`src/rtl/timer_pkg.sv`:
```
// Shared definitions for timer_channels: register word offsets, CTRL/STATUS bit positions
// and the per-channel state type.
package timer_pkg;

  localparam int unsigned RegsPerCh = 8;

  localparam logic [2:0] OffCtrl    = 3'd0;
  localparam logic [2:0] OffLoad    = 3'd1;
  localparam logic [2:0] OffCount   = 3'd2;
  localparam logic [2:0] OffStatus  = 3'd3;
  localparam logic [2:0] OffCapture = 3'd4;

  localparam int unsigned CtrlEnable   = 0;
  localparam int unsigned CtrlPeriodic = 1;
  localparam int unsigned CtrlIrqEn    = 2;

  localparam int unsigned StatExpired  = 0;
  localparam int unsigned StatCaptured = 1;

  typedef enum logic {StIdle, StRun} ch_state_e;

endpackage

```
`src/rtl/timer_channel.sv`:
```
// One down-counting timer channel: IDLE/RUN state, COUNT/LOAD, W1C status and optional capture.
// Capture logic exists only when TIMER_CAPTURE_EN is defined.
module timer_channel
  import timer_pkg::*;
#(
  parameter int unsigned CntW = 32
) (
  input  logic            clk_i,
  input  logic            reset_i,
  input  logic            tick_i,
  input  logic            ctrl_we_i,
  input  logic            load_we_i,
  input  logic            status_we_i,
  input  logic [31:0]     wdata_i,
  input  logic            capture_i,
  output logic [2:0]      ctrl_o,
  output logic [CntW-1:0] load_o,
  output logic [CntW-1:0] count_o,
  output logic [CntW-1:0] capture_o,
  output logic [1:0]      status_o,
  output logic            pulse_o,
  output logic            irq_o
);

  ch_state_e       state_q;
  logic            periodic_q, irq_en_q, expired_q, pulse_q;
  logic [CntW-1:0] load_q, count_q;
  logic            stop, expire, clr_expired, captured;

  assign stop        = ctrl_we_i && !wdata_i[CtrlEnable];
  assign expire      = (state_q == StRun) && !stop && tick_i && (count_q == '0);
  assign clr_expired = status_we_i && wdata_i[StatExpired];

  always_ff @(posedge clk_i) begin
    if (reset_i) begin
      state_q    <= StIdle;
      periodic_q <= 1'b0;
      irq_en_q   <= 1'b0;
      expired_q  <= 1'b0;
      pulse_q    <= 1'b0;
      load_q     <= '0;
      count_q    <= '0;
    end else begin
      pulse_q   <= expire;
      // A set event in the same cycle as a W1C keeps the bit set.
      expired_q <= (expired_q & ~clr_expired) | expire;
      if (ctrl_we_i) begin
        periodic_q <= wdata_i[CtrlPeriodic];
        irq_en_q   <= wdata_i[CtrlIrqEn];
      end
      if (load_we_i) load_q <= wdata_i[CntW-1:0];
      case (state_q)
        StIdle: begin
          if (ctrl_we_i && wdata_i[CtrlEnable]) begin
            state_q <= StRun;
            count_q <= load_q;
          end
        end
        StRun: begin
          if (stop) begin
            state_q <= StIdle;
          end else if (tick_i) begin
            if (count_q != '0) count_q <= count_q - CntW'(1);
            else if (periodic_q) count_q <= load_q;
            else state_q <= StIdle;
          end
        end
        default: state_q <= StIdle;
      endcase
    end
  end

`ifdef TIMER_CAPTURE_EN
  // [0],[1] synchronise capture_i; [2] holds the previous synchronised level for edge detect.
  logic [2:0]      cap_sync_q;
  logic [CntW-1:0] capture_q;
  logic            captured_q, cap_edge, clr_captured;

  assign cap_edge     = cap_sync_q[1] & ~cap_sync_q[2];
  assign clr_captured = status_we_i && wdata_i[StatCaptured];

  always_ff @(posedge clk_i) begin
    if (reset_i) begin
      cap_sync_q <= '0;
      capture_q  <= '0;
      captured_q <= 1'b0;
    end else begin
      cap_sync_q <= {cap_sync_q[1:0], capture_i};
      if (cap_edge) capture_q <= count_q;
      captured_q <= (captured_q & ~clr_captured) | cap_edge;
    end
  end

  assign capture_o = capture_q;
  assign captured  = captured_q;
`else
  logic unused_capture;
  assign unused_capture = capture_i;
  assign capture_o      = '0;
  assign captured       = 1'b0;
`endif

  assign ctrl_o   = {irq_en_q, periodic_q, state_q == StRun};
  assign load_o   = load_q;
  assign count_o  = count_q;
  assign status_o = {captured, expired_q};
  assign pulse_o  = pulse_q;
  assign irq_o    = expired_q & irq_en_q;

endmodule

```
`src/rtl/timer_channels.sv`:
```
// Multi-channel Avalon-MM timer: shared prescaler, N_CH timer_channel instances, decode and read
// mux. Define TIMER_CAPTURE_EN to build the per-channel input-capture logic.
module timer_channels
  import timer_pkg::*;
#(
  parameter int unsigned N_CH    = 4,
  parameter int unsigned CNT_W   = 32,
  parameter int unsigned PRESC_W = 16,
  localparam int unsigned ADDR_W = $clog2(N_CH * RegsPerCh + 1)
) (
  input  logic              clk_clk,
  input  logic              reset_reset,
  input  logic [ADDR_W-1:0] avs_address,
  input  logic              avs_read,
  input  logic              avs_write,
  input  logic [31:0]       avs_writedata,
  output logic [31:0]       avs_readdata,
  output logic              irq,
  input  logic [N_CH-1:0]   capture_in,
  output logic [N_CH-1:0]   pulse_out
);

  localparam int unsigned OffW = $clog2(RegsPerCh);
  localparam int unsigned ChW  = ADDR_W - OffW;

  logic [ChW-1:0]  ch_sel;
  logic [OffW-1:0] reg_off;
  logic            presc_sel;

  assign ch_sel    = avs_address[ADDR_W-1:OffW];
  assign reg_off   = avs_address[OffW-1:0];
  assign presc_sel = avs_address == ADDR_W'(N_CH * RegsPerCh);

  logic [PRESC_W-1:0] presc_q, presc_cnt_q;
  logic               tick;

  assign tick = presc_cnt_q == presc_q;

  always_ff @(posedge clk_clk) begin
    if (reset_reset) begin
      presc_q     <= '0;
      presc_cnt_q <= '0;
    end else if (avs_write && presc_sel) begin
      presc_q     <= avs_writedata[PRESC_W-1:0];
      presc_cnt_q <= '0;
    end else if (tick) begin
      presc_cnt_q <= '0;
    end else begin
      presc_cnt_q <= presc_cnt_q + PRESC_W'(1);
    end
  end

  logic [2:0]       ch_ctrl    [N_CH];
  logic [CNT_W-1:0] ch_load    [N_CH];
  logic [CNT_W-1:0] ch_count   [N_CH];
  logic [CNT_W-1:0] ch_capture [N_CH];
  logic [1:0]       ch_status  [N_CH];
  logic [N_CH-1:0]  ch_irq;

  for (genvar c = 0; c < N_CH; c++) begin : g_ch
    logic ch_hit;
    assign ch_hit = avs_write && (ch_sel == ChW'(c));

    timer_channel #(
      .CntW(CNT_W)
    ) u_ch (
      .clk_i      (clk_clk),
      .reset_i    (reset_reset),
      .tick_i     (tick),
      .ctrl_we_i  (ch_hit && (reg_off == OffCtrl)),
      .load_we_i  (ch_hit && (reg_off == OffLoad)),
      .status_we_i(ch_hit && (reg_off == OffStatus)),
      .wdata_i    (avs_writedata),
      .capture_i  (capture_in[c]),
      .ctrl_o     (ch_ctrl[c]),
      .load_o     (ch_load[c]),
      .count_o    (ch_count[c]),
      .capture_o  (ch_capture[c]),
      .status_o   (ch_status[c]),
      .pulse_o    (pulse_out[c]),
      .irq_o      (ch_irq[c])
    );
  end

  logic [31:0] rdata;

  always_comb begin
    rdata = '0;
    if (presc_sel) rdata[PRESC_W-1:0] = presc_q;
    for (int c = 0; c < N_CH; c++) begin
      if (ch_sel == ChW'(c)) begin
        case (reg_off)
          OffCtrl:    rdata[2:0]       = ch_ctrl[c];
          OffLoad:    rdata[CNT_W-1:0] = ch_load[c];
          OffCount:   rdata[CNT_W-1:0] = ch_count[c];
          OffStatus:  rdata[1:0]       = ch_status[c];
          OffCapture: rdata[CNT_W-1:0] = ch_capture[c];
          default:    ;
        endcase
      end
    end
  end

  always_ff @(posedge clk_clk) begin
    if (reset_reset) avs_readdata <= '0;
    else if (avs_read) avs_readdata <= rdata;
  end

  assign irq = |ch_irq;

endmodule
```
`config.mk`:
```
export PLATFORM = sky130hd
export DESIGN_NAME = timer_channels
export DESIGN_NICKNAME = d
export VERILOG_FILES = /design/src/rtl/timer_pkg.sv /design/src/rtl/timer_channel.sv /design/src/rtl/timer_channels.sv
export SDC_FILE = /design/constraint.sdc
export NUM_CORES = 1
export LEC_CHECK = 0
export CAP_MARGIN = 20
export CORE_MARGIN = 3
export CORE_UTILIZATION = 45
export DETAILED_ROUTE_END_ITERATION = 16
export PLACE_DENSITY = 0.69
export SYNTH_ARGS = -nofsm -noshare
export SYNTH_HDL_FRONTEND = slang
export SYNTH_SLANG_ARGS = --single-unit
```
`constraint.sdc`:
```
create_clock -name clk_clk -period 7.1 [get_ports clk_clk]
set_input_delay 1.775 -clock clk_clk [delete_from_list [all_inputs] [get_ports clk_clk]]
set_output_delay 1.775 -clock clk_clk [all_outputs]
set_load 0.02 [all_outputs]
```
# ---- Word-level counts from Yosys, hierarchy flattened
# Cells that the tools add are included.
dict set report totals {
  out_inout_bits 37
  ff_bits 340
  latchBits 0
  memories 0
  elab_cells 208
  input_bits 46
  ramBits 0
  rom_bits 0
}
dict set report classes {
  n_div 0
  mux 65
  order_cmp 0
  n_reduce_logical 62
  eq_ne 25
  n_bitwise 20
  n_mul 0
  n_addsub 5
  n_shift 0
}
# cell n
set op_table {}
lappend op_table {{$mux W32} 24}
lappend op_table {{$pmux W29 S3} 4}
lappend op_table {{$pmux W32 S2} 4}
lappend op_table {{$logic_not A32 Y1} 4}
lappend op_table {{$reduce_bool A32 Y1} 4}
lappend op_table {{$sub A32 B1 Y32 const B} 4}
lappend op_table {{$logic_and A1 B1 Y1} 41}
lappend op_table {{$pmux W2 S5} 4}
lappend op_table {{$mux W1} 20}
lappend op_table {{$add A16 B1 Y16 const B} 1}
lappend op_table {{$eq A16 B16 Y1} 1}
lappend op_table {{$mux W16} 1}
lappend op_table {{$pmux W1 S4} 4}
lappend op_table {{$reduce_and A4 Y1} 4}
lappend op_table {{$ne A2 B2 Y1 const B} 7}
lappend op_table {{$eq A3 B2 Y1 const B} 4}
lappend op_table {{$ne A3 B3 Y1 const B} 4}
lappend op_table {{$ne A2 B1 Y1 const B} 5}
lappend op_table {{$and A1 B1 Y1} 8}
lappend op_table {{$not A1 Y1} 8}
lappend op_table {{$pmux W1 S2} 4}
lappend op_table {{$eq A3 B1 Y1 const B} 2}
lappend op_table {{$eq A6 B6 Y1 const B} 1}
lappend op_table {{$logic_not A3 Y1} 2}
lappend op_table {{other kinds (5)} 12}

# ---- Logic depth before layout (Yosys ltp)
# Gate-level depths: netlist of the first run.
dict set report logic_depth {
  ltp_word 10
  ltp_mapped 10
  mapped_depth_nobuf 8
}

# ---- Cells and area by module
# From an unflattened synthesis of the first run, not the netlist that was laid out.
dict set report unflattened {
  cells_unflattened 2712
  hier_area_um2 22407.7
}
# module area_per_inst_um2 instances seq_area_each_um2 cells_per_inst
set modules_own_cells {}
lappend modules_own_cells {{timer_channel (g_ch[0].u_ch ...)} 3937.5 3 1381.3 441}
lappend modules_own_cells {timer_channels 6850.3 1 1281.2 951}
lappend modules_own_cells {{timer_channel (g_ch[3].u_ch)} 3744.8 1 1381.3 438}

# ---- Worst setup path after synthesis of the first run
# Ideal clock, no wire load.
dict set report synth_timing {
  path_type {input-to-reg}
  from {in avs_address[4]}
  to {reg g_ch[2].u_ch.count_q[14]}
  arrival_ps 4013
  n_path_buf 2
  setup_time_ps 116
  path_slack_ps 2971
  cell_stages 8
  t_required_ps 6984
  cell_sequence {clkbuf_1 -> nor3b_1 -> nand3_1 -> mux2i_1 -> a211oi_1 -> clkbuf_1 -> o21ai_0 -> a31o_2}
}
dict set report synth_between {
  elab_chain_len 6
  word_cells_on_any_way 8
  classes_between {eq/ne (3); reduce/logical (5)}
}
# element line_no
set synth_rtl {}
lappend synth_rtl {{start: declaration} timer_channels.sv:13} ;# input logic [ADDR_W-1:0] avs_address,
lappend synth_rtl {{$eq A3 B2 Y1 *} timer_channels.sv:62} ;# assign ch_hit = avs_write && (ch_sel == ChW'(c));
lappend synth_rtl {{$logic_and A1 B1 Y1 *} timer_channels.sv:62}
lappend synth_rtl {{$logic_and A1 B1 Y1 *} timer_channels.sv:70} ;# .ctrl_we_i (ch_hit && (reg_off == OffCtrl)),
lappend synth_rtl {{$logic_and A1 B1 Y1 (on tied branches)} {timer_channel.sv:30, timer_channel.sv:54}}
lappend synth_rtl {{$ne A2 B2 Y1 (no line) or $ne A2 B1 Y1 (tied branches)} --}
lappend synth_rtl {{$reduce_and A4 Y1 (no line) *} --}
lappend synth_rtl {{end signal: assignment} timer_channel.sv:56} ;# count_q <= load_q;
lappend synth_rtl {{end signal: assignment} timer_channel.sv:63} ;# if (count_q != '0) count_q <= count_q - CntW'(1);
lappend synth_rtl {{end signal: assignment} timer_channel.sv:64} ;# else if (periodic_q) count_q <= load_q;
lappend synth_rtl {{end: declaration} timer_channel.sv:27} ;# logic [CntW-1:0] load_q, count_q;
# Every way passes the cells marked *; elsewhere a longest branch is shown, timed or not.
# A chain may end at the register's enable or synchronous reset.

# ---- Final worst setup path of the first run
dict set report layout_timing {
  from {in avs_address[4]}
  to {reg g_ch[2].u_ch.count_q[2]}
}
# The elaborated chain is that of the path after synthesis.

==> run_results.csv, run 1 <==
group,metric,value,unit
sta,layout_setup_ws,1.94,ns
grt,use_met2,0.433,
detailed_routing,drtIter0Drc,2603,
grt,overflow,0,
power_and_ir_drop,leakagePower,6.49,nW
clock_tree,hold_buffers,0,
final_layout,fin_util,0.515,
floorplanning,core_area,39900,µm²
clock_tree,root_buffer,"clkbuf_16",
sta,slew_violations,0,
final_layout,nFillCells,3770,
placement,dpl_cell_area,19300,µm²
critical_path,crit_chain,"clkdlybuf4s50_1 -> nor3b_1 -> nand3_1 -> mux2i_1 -> a211oi_2 -> nand2_1 -> o32ai_1",
power_and_ir_drop,pwr-share-comb,0.064,
synth,avgSynthCellArea,7.47,µm²
final_layout,layout.nets,2448,
power_and_ir_drop,p_int,3.20,mW
sta,holdWs,0.467,ns
clock_tree,clk_latency,0.54,ns
critical_path,crit_path_end,"g_ch[2].u_ch.count_o[2]",
sta,maxSlewHeadroom,0.230,
floorplanning,rows,73,
grt,grtUsageMet3,0.0707,
floorplanning,die_w,208,µm
clock_tree,htree_levels,2,
power_and_ir_drop,p_sw,1.02,mW
floorplanning,dieArea,43100,µm²
final_layout,most-common-layout-cells,"384 x nand2_1, 340 x dfxtp_1, 314 x a21oi_1",
critical_path,r2r-end,"g_ch[0].u_ch.count_o[5]",
placement,dp_slack,1.64,ns
floorplanning,ios,83,
grt,track_usage,0.294,
clock_tree,clockBufferDepth,3,
clock_tree,cts_tree,"built",
sta,post-route-min-period,5.16,ns
synth,seq_area_frac_synth,0.372,
critical_path,rr_startpoint,"g_ch[0].u_ch.count_o[14]",
synth,yosysUniqueCellTypes,78,
critical_path,crit_family,"simple AND/OR/NAND/NOR gates",
placement,place_hpwl,45.4,mm
final_layout,area_growth,12.4,%
power_and_ir_drop,sequentialPowerShare,0.458,
synth,syn-num-nets,2504,
sta,setup_viol,0,
synth,ys_seq_elements,340,
power_and_ir_drop,power_density,205,nW/µm²
synth,muxShareOfSynthArea,0.0169,
detailed_routing,first_pass_iters,6,
floorplanning,die_y,208,µm
critical_path,cp_max_fo,11,
synth,synthAdderAreaFrac,0.00616,
detailed_routing,num_vias,19272,
detailed_routing,routed_wl,67.1,mm
critical_path,crit_start,"avs_address[4]",
detailed_routing,vias_per_cell,6.55,
critical_path,endpoint_kind,"register",
final_layout,fin_area,20600,µm²
synth,ys.flop_type,"dfxtp_1",
sta,fin_skew,0.0163,ns
final_layout,layout_commonest_cell,"nand2_1",
critical_path,slowest_stage,"a211oi_2",
sta,tightestPinTransition,1.15,ns
critical_path,cp-start-kind,"primary input",
synth,async_reset_ff_frac,0,
synth,synth_compound_area_frac,0.297,
final_layout,drive_above_1_share,0.0613,
grt,grt_max_degree,124,
detailed_routing,ant_nets,0,
clock_tree,path_clk_slew,0.06,ns
clock_tree,cts.sinks,340,
critical_path,crit_type,"in2reg",
critical_path,max_stage_delay,0.76,ns
power_and_ir_drop,peakVddDrop,0.000172,V
placement,routabilityCongestion,0.936,
grt,grt.busiest_layer,"met2",
grt,grt_pass1_vias,17306,
critical_path,rrSetupSlack,3.36,ns
grt,grt_pass1_wl,102,mm
sta,hold_viol_final,0,
detailed_routing,wl_per_cell,22.8,µm
floorplanning,start_util,0.458,
power_and_ir_drop,power.share.clock,0.478,
clock_tree,cts_buffers,38,
status,status,"completed",
clock_tree,cts_setup_buffers,0,
power_and_ir_drop,power_switching_share,0.241,
synth,synthCells,2449,
critical_path,crit_cells,7,
critical_path,critPathBufInv,1,
synth,synth_edf_count,0,
min_path,hold_path_class,"reg2reg",
clock_tree,cts_resized,0,
synth,synth_area,18300,µm²
run,max_cap_violations,0,
critical_path,reg2reg_depth,7,
sta,max_freq,194,MHz
critical_path,arrival,5.59,ns
placement,numPortBuffers,78,
grt,antenna_found_initial,1,
synth,synth_warnings,0,
detailed_routing,drcViolationCount,0,
synth,synth-xor-area-share,0.0148,
synth,synth_top_family_by_area,"compound AO/OA/AOI/OAI gates",
critical_path,required,7.53,ns
sta,rsz0062_at_grt,"false",
grt,met1_usage,0.410,
sta,min_period_over_period,0.727,
synth,synth-simple-area-share,0.236,
sta,tns,0,ns
tightest hold or removal path: cells and delay by family, from the launching register on:
family,cells,cell delay [ns]
flops,1,0.31
simple gates,1,0.05
compound gates,1,0.05
cell usage after synthesis (17+ instances only):
cell	instances	area, µm²
o32ai_1	25	219
nor2_1	180	676
nor4_1	39	244
clkbuf_1	184	691
and3_1	19	119
or4_1	19	143
o21ai_0	122	611
o22ai_1	55	344
nand4_1	24	150
a221oi_1	17	149
a21o_1	43	323
and2_1	25	156
nand2_1	384	1440
a211oi_1	52	390
nor3_1	74	370
a21oi_1	314	1570
inv_1	37	139
dfxtp_1	340	6810
nand3_1	81	405
mux2i_1	23	230
buf_2	20	100
a22oi_1	90	676
xnor2_1	22	193
flip-flops by register name, indices dropped and copies added, names as in the netlist, 16 cells and up:
name,flops
g_ch.u_ch.count_o,128
presc_cnt_q,16
avs_readdata,32
presc_q,16
g_ch.u_ch.load_o,128
area by class of cell:
type / count / area (µm²) / area share
tap: 525 / 657 / 0.0320
clock inverter: 7 / 85.1 / 0.00414
multi-input combinational: 1850 / 10500 / 0.513
timing repair buffer: 125 / 1150 / 0.0559
sequential: 340 / 6810 / 0.331
inverter: 38 / 143 / 0.00694
clock buffer: 56 / 1170 / 0.0570
antenna: 1 / 2.50 / 0.000122
cells by family (layout without fill, tap and decap cells):
group                    after synthesis  count (layout)
flip-flops                           340             340
buffers and inverters                259             226
other                                  0               1
AO/OA/AOI/OAI                        853             853
AND/OR/NAND/NOR                      929             929
adder cells (fa/ha/maj)                9               9
XOR/XNOR                              31              31
multiplexers                          28              28
power groups by stage:
| stage | clock network, mW | registers [mW] | logic, mW |
|---|---|---|---|
| floorplan | 0 | 1.98 | 0.134 |
| global placement | 0 | 1.97 | 0.258 |
| detailed placement | 0 | 1.97 | 0.260 |
| CTS | 2.04 | 1.93 | 0.261 |
| global route | 2.10 | 1.93 | 0.281 |
| finish | 2.02 | 1.93 | 0.269 |
worst min-delay path by stage:
stage / startpoint / endpoint / depth (start not counted)
after CTS: g_ch[1].u_ch.load_o[4] / g_ch[1].u_ch.load_o[4] / 2
after global routing: g_ch[2].u_ch.load_o[3] / g_ch[2].u_ch.load_o[3] / 2
final: g_ch[1].u_ch.load_o[4] / g_ch[1].u_ch.load_o[4] / 2
after floorplan: g_ch[2].u_ch.load_o[7] / g_ch[2].u_ch.load_o[7] / 2
after detailed placement: g_ch[1].u_ch.load_o[4] / g_ch[1].u_ch.load_o[4] / 2
after global placement: g_ch[3].u_ch.load_o[31] / g_ch[3].u_ch.load_o[31] / 2
metrics by stage:
step / std cells / total power, mW
finish: 2942 / 4.22
global route: 2941 / 4.32
CTS: 2939 / 4.23
detailed placement: 2876 / 2.23
global placement: 2875 / 2.23
floorplan: 2449 / 2.11
per-layer routing:
metal | share of wire | vias to the layer above
li1 | - | 8842
met1 | 0.42 | 9183
met2 | 0.42 | 1045
met3 | 0.11 | 200
met4 | 0.051 | 2
met5 | 0.00019 | -
Note: power is estimated with default switching activity, not from simulation.
==> run 2, diff against run 1 <==
- clock period: 7.1 -> 4.8 ns (I/O delays scaled with it)
==> run_results.csv, run 2 (synthesis results as in run 1) <==
group,metric,value,unit
critical_path,crit_start,"avs_address[2]",
final_layout,most-common-layout-cells,"384 x nand2_1, 340 x dfxtp_1, 314 x a21oi_1",
sta,setup_viol,0,
min_path,whs_path_depth,2,
placement,place_inst,2896,
critical_path,endpoint_kind,"register",
final_layout,fin_util,0.519,
sta,post-route-min-period,3.96,ns
clock_tree,cts.sinks,340,
power_and_ir_drop,power_density,298,nW/µm²
sta,slew_violations,0,
clock_tree,cts_tree,"built",
min_path,hold_path_class,"reg2reg",
critical_path,crit_type,"in2reg",
floorplanning,core_area,39900,µm²
clock_tree,clk_latency,0.56,ns
clock_tree,cts_buffers,40,
grt,overflow,0,
detailed_routing,routed_wl,67.6,mm
grt,grt_pass1_vias,17331,
sta,layout_setup_ws,0.835,ns
sta,max_freq,252,MHz
min_path,hp-start,"g_ch[1].u_ch.load_o[10]",
floorplanning,die_w,208,µm
critical_path,reg2reg_depth,7,
clock_tree,cts_setup_buffers,0,
final_layout,finalNonFillerCells,2967,
clock_tree,clockBufferDepth,3,
clock_tree,root_buffer,"clkbuf_16",
sta,rsz0062_at_grt,"false",
detailed_routing,ant_nets,0,
detailed_routing,num_vias,19269,
grt,grt_max_degree,122,
grt,track_usage,0.300,
grt,grt_pass1_wl,104,mm
floorplanning,dieArea,43100,µm²
floorplanning,ios,83,
final_layout,layout_commonest_cell,"nand2_1",
placement,dp_slack,0.277,ns
critical_path,rr_startpoint,"g_ch[0].u_ch.count_o[7]",
clock_tree,htree_levels,2,
detailed_routing,first_pass_iters,7,
grt,antenna_found_initial,4,
placement,routabilityCongestion,0.927,
floorplanning,die_y,208,µm
critical_path,cp_max_fo,16,
sta,min_period_over_period,0.826,
floorplanning,start_util,0.458,
detailed_routing,vias_per_cell,6.49,
clock_tree,cts_resized,0,
detailed_routing,drtIter0Drc,2465,
power_and_ir_drop,peakVddDrop,0.000207,V
sta,holdWs,0.468,ns
clock_tree,hold_buffers,0,
sta,maxSlewHeadroom,0.283,
final_layout,layout.nets,2470,
detailed_routing,drcViolationCount,0,
run,max_cap_violations,0,
critical_path,required,5.25,ns
power_and_ir_drop,leakagePower,6.58,nW
clock_tree,path_clk_slew,0.06,ns
floorplanning,rows,73,
sta,hold_viol_final,0,
detailed_routing,wl_per_cell,22.8,µm
sta,tns,0,ns
final_layout,drive_above_1_share,0.0692,
critical_path,arrival,4.42,ns
status,status,"completed",
sta,fin_skew,0.0210,ns
critical_path,cp-start-kind,"primary input",
final_layout,area_growth,13.2,%
sta,tightestPinTransition,1.07,ns
final_layout,antenna_cells,0,
placement,numPortBuffers,78,
final_layout,nFillCells,3802,
placement,place_hpwl,46.7,mm
-- run 2: critical path, cell delays in order --
cell and delay (ns):
clkdlybuf4s50_1 0.75, o21ai_0 0.57, o21ai_0 0.30, nand2b_1 0.57, buf_4 0.40, a221oi_1 0.25
nor2_1 0.13, a31o_2 0.24
-- run 2: worst paths after layout --
path                                                end  slack [ns]
worst max-delay path                   avs_readdata[30]        0.84
worst min register to register  g_ch[1].u_ch.load_o[10]        0.47
worst min-delay path            g_ch[1].u_ch.load_o[10]        0.47
worst max register to register  g_ch[0].u_ch.count_o[5]        1.25
-- run 2: metal layers --
metal	vias up	routed length, µm	GRT usage	part of all wire
met1	9100	28600	0.431	0.42
met3	211	7160	0.0647	0.11
met4	8	3680	0.140	0.054
li1	8877	-	-	-
met5	-	50	0	0.00074
met2	1073	28100	0.429	0.42
-- run 2: final cells by class --
type	count	area [µm²]	share of cell area
clock inverters	11	61.3	0.00296
flip-flops and latches	340	6810	0.329
inverters	38	143	0.00689
multi-input cells	1850	10500	0.509
clock buffers	58	1160	0.0560
repair buffers	145	1350	0.0652
well taps	525	657	0.0317
-- run 2: report_power, final --
part	total [mW]	internal, mW	switching (mW)	leakage, nW
registers	2.86	2.84	0.0182	2.74
clock network	2.91	1.67	1.24	0.607
logic	0.407	0.117	0.290	3.23
total	6.18	4.63	1.55	6.58
-- run 2: stage by stage --
| stage | instance area (µm²) | power (mW) |
|---|---|---|
| 3_5_place_dp | 19500 | 3.31 |
| 6_report | 20700 | 6.18 |
| 2_1_floorplan | 18300 | 3.12 |
| 4_1_cts | 20700 | 6.19 |
| 3_3_place_gp | 19400 | 3.31 |
| 5_1_grt | 20700 | 6.35 |
